===== config.mk =====
export PLATFORM = sky130hd
export DESIGN_NAME = multiplier_datapath_taint_track
export DESIGN_NICKNAME = d
export VERILOG_FILES = /design/src/rtl/multiplier_datapath_taint_track.sv
export SDC_FILE = /design/constraint.sdc
export NUM_CORES = 1
export LEC_CHECK = 0
export CAP_MARGIN = 25
export CORE_MARGIN = 3
export CORE_UTILIZATION = 42
export CTS_CLUSTER_DIAMETER = 30
export DETAILED_ROUTE_END_ITERATION = 8
export MAX_ROUTING_LAYER = met4
export PLACE_DENSITY = 0.9
export SETUP_SLACK_MARGIN = 0.5
export SYNTH_ARGS = -nofsm -noshare
export SYNTH_HDL_FRONTEND = slang
export SYNTH_SLANG_ARGS = --single-unit
export TNS_END_PERCENT = 10

===== constraint.sdc =====
create_clock -name clk -period 2.4 [get_ports clk]
set_input_delay 0.72 -clock clk [delete_from_list [all_inputs] [get_ports clk]]
set_output_delay 0.72 -clock clk [all_outputs]
set_load 0.01 [all_outputs]

===== src/rtl/multiplier_datapath_taint_track.sv =====
// Shift-add multiplier datapath (MD, MR, RS registers) with bitwise taint shadows.
// Taint shadows and propagation logic exist only when MULT_DP_TAINT_EN is defined.
module multiplier_datapath_taint_track #(
  parameter int unsigned WIDTH = 4
) (
  input  logic                 clk,
  input  logic                 rst,
  input  logic [WIDTH-1:0]     multiplicand,
  input  logic [WIDTH-1:0]     multiplicand_t,
  input  logic [WIDTH-1:0]     multiplier,
  input  logic [WIDTH-1:0]     multiplier_t,
  input  logic                 mdld,
  input  logic                 mdld_t,
  input  logic                 mrld,
  input  logic                 mrld_t,
  input  logic                 rsclear,
  input  logic                 rsclear_t,
  input  logic                 rsload,
  input  logic                 rsload_t,
  input  logic                 rsshr,
  input  logic                 rsshr_t,
  output logic [WIDTH-1:0]     multiplierReg,
  output logic [WIDTH-1:0]     multiplierReg_t,
  output logic [2*WIDTH-1:0]   product,
  output logic [2*WIDTH-1:0]   product_t
);

  localparam int unsigned RW = 2 * WIDTH + 1;
  localparam int unsigned NS = 3;

  logic [WIDTH-1:0] md_q, md_d;
  logic [WIDTH-1:0] mr_q, mr_d;
  logic [RW-1:0]    rs_q, rs_d;
  logic [NS-1:0]    rs_s;

  // RS next value for a strobe vector {rsclear, rsload, rsshr}; clear > load > shift
  function automatic logic [RW-1:0] rs_step(input logic [NS-1:0]  s,
                                            input logic [RW-1:0]  rs,
                                            input logic [WIDTH-1:0] md);
    logic [WIDTH:0]  sum;
    logic [RW-1:0]   r;
    sum = {1'b0, rs[2*WIDTH-1:WIDTH]} + {1'b0, md};
    if (s[2])      r = '0;
    else if (s[1]) r = {sum, rs[WIDTH-1:0]};
    else if (s[0]) r = {1'b0, rs[RW-1:1]};
    else           r = rs;
    return r;
  endfunction

  always_comb begin
    rs_s = {rsclear, rsload, rsshr};
    md_d = mdld ? multiplicand : md_q;
    mr_d = mrld ? multiplier : mr_q;
    rs_d = rs_step(rs_s, rs_q, md_q);
  end

  always_ff @(posedge clk or negedge rst) begin
    if (!rst) begin
      md_q <= '0;
      mr_q <= '0;
      rs_q <= '0;
    end else begin
      md_q <= md_d;
      mr_q <= mr_d;
      rs_q <= rs_d;
    end
  end

  assign multiplierReg = mr_q;
  assign product       = rs_q[2*WIDTH-1:0];

`ifdef MULT_DP_TAINT_EN
  logic [WIDTH-1:0] md_t_q, md_t_d;
  logic [WIDTH-1:0] mr_t_q, mr_t_d;
  logic [RW-1:0]    rs_t_q, rs_t_d;
  logic [NS-1:0]    rs_s_t;

  // Taint of the RS outcome for a strobe vector; sum bit i depends on operand bits 0..i
  function automatic logic [RW-1:0] rs_taint_step(input logic [NS-1:0]    s,
                                                  input logic [RW-1:0]    rs_t,
                                                  input logic [WIDTH-1:0] md_t);
    logic          acc;
    logic [RW-1:0] r;
    acc = 1'b0;
    r   = rs_t;
    if (s[2]) begin
      r = '0;
    end else if (s[1]) begin
      for (int unsigned i = 0; i < WIDTH; i++) begin
        acc          = acc | md_t[i] | rs_t[WIDTH+i];
        r[WIDTH+i]   = acc;
      end
      r[RW-1] = acc;
    end else if (s[0]) begin
      r = {1'b0, rs_t[RW-1:1]};
    end
    return r;
  endfunction

  // A tainted strobe taints every bit whose value differs across its possible settings
  always_comb begin
    rs_s_t = {rsclear_t, rsload_t, rsshr_t};

    if (mdld_t)    md_t_d = md_t_q | multiplicand_t | (md_q ^ multiplicand);
    else if (mdld) md_t_d = multiplicand_t;
    else           md_t_d = md_t_q;

    if (mrld_t)    mr_t_d = mr_t_q | multiplier_t | (mr_q ^ multiplier);
    else if (mrld) mr_t_d = multiplier_t;
    else           mr_t_d = mr_t_q;

    rs_t_d = rs_taint_step(rs_s, rs_t_q, md_t_q);
    for (int c = 0; c < (1 << NS); c++) begin
      if (((NS'(c) ^ rs_s) & ~rs_s_t) == '0) begin
        rs_t_d = rs_t_d | rs_taint_step(NS'(c), rs_t_q, md_t_q)
                        | (rs_step(NS'(c), rs_q, md_q) ^ rs_d);
      end
    end
  end

  always_ff @(posedge clk or negedge rst) begin
    if (!rst) begin
      md_t_q <= '0;
      mr_t_q <= '0;
      rs_t_q <= '0;
    end else begin
      md_t_q <= md_t_d;
      mr_t_q <= mr_t_d;
      rs_t_q <= rs_t_d;
    end
  end

  assign multiplierReg_t = mr_t_q;
  assign product_t       = rs_t_q[2*WIDTH-1:0];
`else
  logic unused_taint;
  assign unused_taint = ^{multiplicand_t, multiplier_t, mdld_t, mrld_t,
                          rsclear_t, rsload_t, rsshr_t};
  assign multiplierReg_t = '0;
  assign product_t       = '0;
`endif

endmodule


==> reports/metrics.cfg, run 1 <==
[worst_setup_path]
r2r_slack_ns = 0.73
critPathMaxFanout = 3
ff2ff_path_depth = 7
worstReg2RegEnd = rs_q[8]
path_buf_inv = 1
critPathKind = reg -> out
crit_path_max_incr_delay_ns = 0.54
worstPathRequired_ns = 1.68
worstPathCellList = clkdlybuf4s50_1
critPathArrivalTime_ns = 1.23
startpoint_type = flop
reg2reg_from = rs_q[4]
startpoint = rs_q[2]
critPathTopFamily = buffers and inverters
crit_slowest_cell = clkdlybuf4s50_1
worst_setup_path_end_kind = output pin

[grt]
grt_max_degree = 18
grt_pass1_wl_mm = 2.48
antenna_found_initial = 0
grt_pass1_vias = 594
grt_usage_pct = 12.2
globalRouteOverflowTotal = 0

[power]
power_frac_clock_pct = 24.1
leakage_nw = 0.599
switching_share_pct = 28.7
p_sw_mw = 0.190
comb_power_share_pct = 27.5
pwr-share-seq_pct = 48.5
peakVddDrop_mv = 0.436
power.density_nw_per_um2 = 534
p_int_mw = 0.472

[clock_tree]
clockBufferDepth = 2
root_buffer = clkbuf_4
clk_pin_slew_ns = 0.11
cts_tree = built
clk_latency_ns = 0.31
clock-sinks = 17
htreeDepth = 1
cts_buffers = 3

[finish]
nFillCells = 204
final_core_util_pct = 55.5
final_nets = 149
antenna_cells = 0
layout_common_cells = 24 x clkdlybuf4s50_1, 17 x dfrtp_1, 12 x conb_1
layout-drive-gt1-share_pct = 17.4
final_common_cell = clkdlybuf4s50_1
area.growth.synth_to_final_pct = 23.4

[drt]
route.antenna.remaining_nets = 0
drt_pre_antenna_iters = 4
drc = 0
via_per_inst = 4.59
wire_per_inst_um = 12.1
drt_iter0_drc = 5
vias = 656
wl_mm = 1.73

[yosys]
synth_cell_types = 25
synth_area_leaders = dfrtp_1 42%, buf_4 15%, mux2_2 7.8%
synth_cells = 92
ys_seq_area_share_pct = 42.3
synth_area_leader_cell = dfrtp_1
synth_top_area_share_pct = 42.3
syn_area_um2 = 1000
ys_warn_count = 0
ys_seq_elements = 17
avgSynthCellArea_um2 = 10.9

[floorplanning]
start_util_pct = 45.0
chipWidth_um = 54.9
core_um2 = 2230
die_area_um2 = 3020
row_count = 17
dieHeight_um = 54.9
pin_count = 52

[run]
maxCapViolCount = 0

[place]
io_buffer_count = 26
gp_congestion = 0.782
hpwlAfterDp_mm = 1.37
pre_cts_ws_ns = 0.365

[min_path]
holdPathEnd = multiplierReg[0]
hold_class = reg -> reg
hold_depth = 1
hp-start = multiplierReg[0]

[sta]
hold_viol = 0
fin_crit_sh_pct = 81.1
skew_ns = 0.0132
finalCriticalPeriod_ns = 1.95
finalSetupViolations = 0
slew_viol_final = 0
rsz0062_at_grt = yes
max_freq_ghz = 0.514
timing.final.ws_setup_ns = 0.454
fin_setup_tns_ns = 0

[run_status]
status = complete, no violations

cell usage after synthesis:
library cell / count
nand2_1: 2
inv_1: 5
ha_1: 4
buf_6: 1
o21ai_0: 2
a311oi_1: 1
a211oi_1: 5
nor2_1: 5
mux2_2: 7
a21oi_1: 3
fa_1: 1
mux2i_1: 5
buf_1: 1
buf_2: 1
nor4_2: 1
nand2b_2: 1
nor2b_1: 4
clkbuf_2: 1
xor2_1: 1
buf_4: 20
dfrtp_1: 17
conb_1: 1
mux2_4: 1
nand3_1: 1
and4b_1: 1
cell families (layout without fill, tap and decap cells):
group / count (synthesis) / count (layout) / synth area share, %
flops: 17 / 17 / 42.3
mux: 13 / 13 / 14.3
xor+xnor: 1 / 1 / 0.872
simple gates: 15 / 15 / 8.72
other cells: 1 / 12 / 0.373
buf+inv: 29 / 41 / 19.3
fa+ha+maj: 5 / 5 / 6.97
compound gates: 11 / 11 / 7.10
metrics by stage:
stage | power, mW | cell area [um^2] | std cells | hold WS, ns
2_1_floorplan | 0.447 | 1050 | 103 | 0.424
4_1_cts | 0.673 | 1240 | 143 | 0.530
3_5_place_dp | 0.500 | 1180 | 135 | 0.505
3_3_place_gp | 0.489 | 1180 | 135 | 0.492
6_report | 0.662 | 1240 | 143 | 0.521
5_1_grt | 0.698 | 1240 | 143 | 0.546
power groups by stage:
stage          logic, mW  registers, mW  clock network, mW
2_1_floorplan      0.115          0.331                  0
3_3_place_gp       0.158          0.332                  0
3_5_place_dp       0.166          0.333                  0
4_1_cts            0.184          0.322              0.167
5_1_grt            0.201          0.324              0.173
6_report           0.182          0.321              0.159
cell type report:
cell class,count,area [um^2],share of cell area (%)
Multi-Input combinational cell,57,427,34.4
Sequential cell,17,425,34.3
Timing Repair Buffer,32,307,24.7
Tap cell,28,35.0,2.83
Clock buffer,3,22.5,1.82
Inverter,5,18.8,1.51
Clock inverter,1,5.00,0.404
what timing repair did:
action                     in CTS  in global routing
setup endpoints to repair      12                 11
hold buffers                    0                  0
setup buffers                   4                  0
resized for setup               1                  1
sequential cells by signal (all words and copies together) (netlist names):
signal,count
md_q,4
rs_q,9
multiplierReg,4
routing by layer:
layer,vias up,wire length [um],global-route usage (%)
met2,21,903,20.3
li1,325,-,-
met4,0,31,6.07
met5,-,0,-
met3,2,107,2.95
met1,308,690,13.5
worst max-delay path by stage:
stage | endpoint | slack, ns | depth (start not counted)
floorplan | rs_q[8] | 0.94 | 6
global placement | rs_q[4] | 0.38 | 4
detailed placement | rs_q[4] | 0.37 | 4
CTS | product[2] | 0.44 | 1
global route | product[2] | 0.40 | 1
finish | product[2] | 0.45 | 1
Note: power is estimated with default switching activity, not from simulation.
==> run 2, diff against run 1 <==
--- a/config.mk
+++ b/config.mk
@@ -7,11 +7,11 @@
 export LEC_CHECK = 0
 export CAP_MARGIN = 25
 export CORE_MARGIN = 3
-export CORE_UTILIZATION = 42
+export CORE_UTILIZATION = 39
 export CTS_CLUSTER_DIAMETER = 30
 export DETAILED_ROUTE_END_ITERATION = 8
 export MAX_ROUTING_LAYER = met4
-export PLACE_DENSITY = 0.9
+export PLACE_DENSITY = 0.85
 export SETUP_SLACK_MARGIN = 0.5
 export SYNTH_ARGS = -nofsm -noshare
 export SYNTH_HDL_FRONTEND = slang
==> constraint.sdc (replaced) <==
create_clock -name clk -period 1.84 [get_ports clk]
set_input_delay 0.552 -clock clk [delete_from_list [all_inputs] [get_ports clk]]
set_output_delay 0.552 -clock clk [all_outputs]
set_load 0.01 [all_outputs]
==> run 2 against run 1 <==
Effect of this change:
- clock power up 30%
- global-route usage is 0.76 points lower
- total power increased by 35%
- largest power group unchanged
==> reports/metrics.cfg, run 2 (synthesis gave the netlist of run 1 again) <==
[drt]
drc = 0
wire_per_inst_um = 13.1
vias = 709
route.antenna.remaining_nets = 0
drt_pre_antenna_iters = 2
drt_iter0_drc = 4
wl_mm = 1.94
via_per_inst = 4.79

[grt]
grt_max_degree = 18
grt_pass1_wl_mm = 2.77
antenna_found_initial = 0
grt_pass1_vias = 654
globalRouteOverflowTotal = 0
grt_usage_pct = 11.4

[finish]
final_core_util_pct = 57.1
largest_reg_flops = 9
area.growth.synth_to_final_pct = 31.8
antenna_cells = 0
layout_common_cells = 17 x dfrtp_1, 13 x clkdlybuf4s50_1, 12 x conb_1
largest-register = rs_q
fin_cells = 148
final_common_cell = dfrtp_1
final_nets = 154
layout-drive-gt1-share_pct = 27.5

[min_path]
hold_class = reg -> reg

[floorplanning]
core_um2 = 2320
start_util_pct = 43.3
pin_count = 52
die_area_um2 = 3220
dieHeight_um = 56.8
chipWidth_um = 56.8
row_count = 17

[clock_tree]
clockBufferDepth = 2
root_buffer = clkbuf_4
cts_buffers = 3
postCtsHoldBufs = 0
clk_pin_slew_ns = 0.10
cts_tree = built
clock-sinks = 17
clk_latency_ns = 0.30
htreeDepth = 1

[place]
gp_congestion = 0.731
hpwlAfterDp_mm = 1.36
io_buffer_count = 26
dp.cells = 137

[sta]
slew_viol_final = 0
max_freq_ghz = 0.646
fin_crit_sh_pct = 84.2
skew_ns = 0.00499
finalCriticalPeriod_ns = 1.55
rsz0062_at_grt = yes
hold_viol = 0
finalSetupViolations = 0
fin_setup_tns_ns = 0

[worst_setup_path]
worstPathCellList = dlygate4sd2_1
worst_setup_path_end_kind = output pin
worstPathRequired_ns = 1.29
critPathMaxFanout = 2
critPathTopFamily = flip-flops
ff2ff_path_depth = 7
worstReg2RegEnd = rs_q[8]
startpoint_type = flop
path_depth = 1
crit_path_max_incr_delay_ns = 0.41
critPathKind = reg -> out
r2r_slack_ns = 0.31
reg2reg_from = rs_q[4]
crit_end = product[4]
startpoint = rs_q[4]
critPathArrivalTime_ns = 1.00
path_buf_inv = 1
crit_slowest_cell = dfrtp_1

[power]
leakage_nw = 0.649
peakVddDrop_mv = 0.517
power.density_nw_per_um2 = 677

[run_status]
status = complete, no violations

[run]
maxCapViolCount = 0

run 2: cell count changes in the layout (fill, tap and decap cells not counted), moves of 3 or more:
cell,change
ha_1,-3
clkdlybuf4s50_1,-11
ha_4,+3
buf_6,+4
dlygate4sd2_1,+10
run 2: what timing repair did:
item                                    4_1_cts  5_1_grt
hold endpoints to repair                      0        0
buffers inserted                              6        1
endpoints found under the setup margin       21       21
gates resized for setup                      20        8
pin swaps                                     4        7
run 2: power breakdown:
group	total [mW]	switching [mW]	internal, mW	leakage, nW
sequential	0.424	0.0207	0.403	0.215
clock	0.207	0.125	0.0811	0.0177
combinational	0.265	0.119	0.146	0.416
total	0.896	0.265	0.631	0.649
run 2: per-stage QoR:
| stage | total power [mW] | area (um^2) | setup slack [ns] | hold WS, ns |
|---|---|---|---|---|
| final | 0.896 | 1320 | 0.291 | 0.511 |
| after global routing | 0.944 | 1320 | 0.239 | 0.534 |
| after CTS | 0.874 | 1270 | 0.259 | 0.514 |
| after detailed placement | 0.654 | 1200 | 0.0181 | 0.496 |
| after global placement | 0.645 | 1200 | 0.0325 | 0.492 |
| after floorplan | 0.583 | 1050 | 0.434 | 0.256 |
run 2: final cells by class:
cell class                 instances  area, um^2
fill                             204         995
multi-input combinational         57         475
sequential                        17         425
timing repair buffer              37         342
tap                               28        35.0
clock buffer                       3        22.5
inverter                           5        18.8
clock inverter                     1        5.00
run 2: worst min path at each step:
stage                       end             start  cells after the start
2_1_floorplan           md_q[0]               rst                      0
3_3_place_gp   multiplierReg[2]  multiplierReg[2]                      1
3_5_place_dp   multiplierReg[2]  multiplierReg[2]                      1
4_1_cts        multiplierReg[2]  multiplierReg[2]                      1
5_1_grt        multiplierReg[2]  multiplierReg[2]                      1
6_report       multiplierReg[2]  multiplierReg[2]                      1
run 2: routing by layer:
metal  track usage (%)  vias to the layer above  share of wire (%)
met5                 -                        -                  0
met1              11.7                      344                 38
li1                  -                      333                  -
met3              3.45                        2                8.6
met4              4.97                        0                1.1
met2              20.0                       30                 52
run 2: worst reg2reg max path: stages, from the launching register on:
cell and delay (ns):
dfrtp_1 0.38, buf_6 0.11, ha_4 0.12, inv_2 0.03, fa_2 0.34, nor2b_1 0.12
o21ai_1 0.07, a311oi_1 0.25
==> variant (flow settings as in run 2) <==
Put a register stage on the output `product`, with the module's reset. The value now appears one clock later. The other outputs are not delayed to match.
--- a/src/rtl/multiplier_datapath_taint_track.sv
+++ b/src/rtl/multiplier_datapath_taint_track.sv
@@ -67,7 +67,13 @@
   end
 
   assign multiplierReg = mr_q;
-  assign product       = rs_q[2*WIDTH-1:0];
+  always_ff @(posedge clk or negedge rst) begin
+    if (!rst) begin
+      product <= '0;
+    end else begin
+      product <= rs_q[2*WIDTH-1:0];
+    end
+  end
 
 `ifdef MULT_DP_TAINT_EN
   logic [WIDTH-1:0] md_t_q, md_t_d;
Check against the original RTL: not equivalent (a bounded check fails within 4 cycles, from zero or initial values and one cycle with rst low).
==> variant against run 2 <==
Core utilization down 4.8 points; setup slack better by 0.016 ns; global-route usage up 0.37 points; critical path depth up 5; final area up 9.8%; total power up 21%; via count up 6.3%; sequential cell count up 8; routed wire length up 3.4%; synthesized area up 14%; synthesized cell count unchanged; count of clock-buffer cells in the layout up 1; critical path type is now reg -> reg; largest cell class is now flip-flops and latches.
==> variant: results (changes against run 2) <==
Parameter                              Value

CTS
  Worst-path clk slew ... 0.13 ns (+0.03 ns)

Finish
  Number of fill cells in the layout ... 243 (+19%)
  Total number of nets in the final design ... 159 (+3.2%)
  Cell area after layout ... 1450 um2 (+9.8%)

Setup path
  Kind of cell adding the most delay to the critical path ... adder cells
  Critical path arrival ... 1.75 ns (+0.75 ns)

Logic synthesis
  Compound-Gate Fraction of Synth Area ... 0.0623 (-0.00869)
  Share of synthesized area occupied by flip-flops and latches ... 0.546 (+0.123)
  Mux share of post-synthesis cell area ... 0.126 (-0.0175)
  Commonest cells in the netlist ... dfrtp_1 (25), buf_4 (12), mux2_2 (7)

Power and ir drop
  Reported leakage power ... 0.700 nW (+7.8%)
  Highest ir drop seen on vdd ... 466 uV (-9.8%)
  Internal Dissipation ... 0.798 mW (+26%)

Global routing
  GRT Total Usage ... 0.118 (+0.00371)
  First-pass GRT wire length ... 3080 um (+11%)
  Maximum number of pins on one net before global-route repair ... 26 (+8)
  Vias in the first global route ... 708 (+8.3%)

Detailed routing
  Via count ... 754 (+6.3%)
  Number of vias per cell ... 4.83 (+0.89%)
  Routed length on met3 ... 195 um (+17%)
  Sum of met2 wire segment lengths after detailed routing ... 1000 um (-0.30%)
  Number of iterations in the first detailed-routing pass ... 4 (+2)
  First-iteration detailed-routing DRC count ... 6 (+2)
  Total routed wire length on the met1 layer ... 801 um (+8.2%)

Placed design
  Placed wire-length estimate ... 1490 um (+9.6%)
  Final estimated routing congestion in global placement ... 0.710 (-2.8%)
  Area after detailed placement ... 1400 um2 (+17%)

STA
  Setup Skew ... 0.00326 ns (-0.00173 ns)

Run status
  Outcome ... completed
variant: layout make-up:
type,count,area share
inverters,5,0.0129
clock buffers,4,0.0181
repair buffers,34,0.213
multi-input cells,57,0.299
well taps,31,0.0267
flip-flops and latches,25,0.431
variant: metal layers:
layer,vias to the layer above,GRT usage
met2,35,0.202
met4,0,0.0380
met1,361,0.131
met5,-,-
li1,358,-
met3,0,0.0324
variant: cells by family after synthesis:
family,count (synthesis)
flip-flops,25
adder cells (fa/ha/maj),5
other,1
AND/OR/NAND/NOR,15
multiplexers,13
AO/OA/AOI/OAI,11
buffers and inverters,21
XOR/XNOR,1
variant: power by group through the flow:
stage | Clock (mW) | Combinational [mW] | Sequential, mW
global placement | 0 | 0.214 | 0.624
finish | 0.238 | 0.229 | 0.615
floorplan | 0 | 0.130 | 0.631
global route | 0.268 | 0.256 | 0.621
CTS | 0.247 | 0.224 | 0.614
detailed placement | 0 | 0.226 | 0.627
variant: worst paths after layout:
path | startpoint | endpoint | slack, ns | cells after the start
max | rs_q[4] | rs_q[8] | 0.31 | 6
min | rs_q[0] | product[0] | 0.41 | 0
max reg2reg | rs_q[4] | rs_q[8] | 0.31 | 6
min reg2reg | rs_q[0] | product[0] | 0.41 | 0
max in group asynchronous | rst | rs_q[5] | 1.01 | 2
min in group asynchronous | rst | product[6] | 0.58 | 2
variant: timing repair:
action                     in CTS  in global routing
setup buffers                   2                  2
gates resized for setup        28                  5
pin swaps                       1                  3
hold buffers                    0                  0
setup endpoints to repair      21                 16
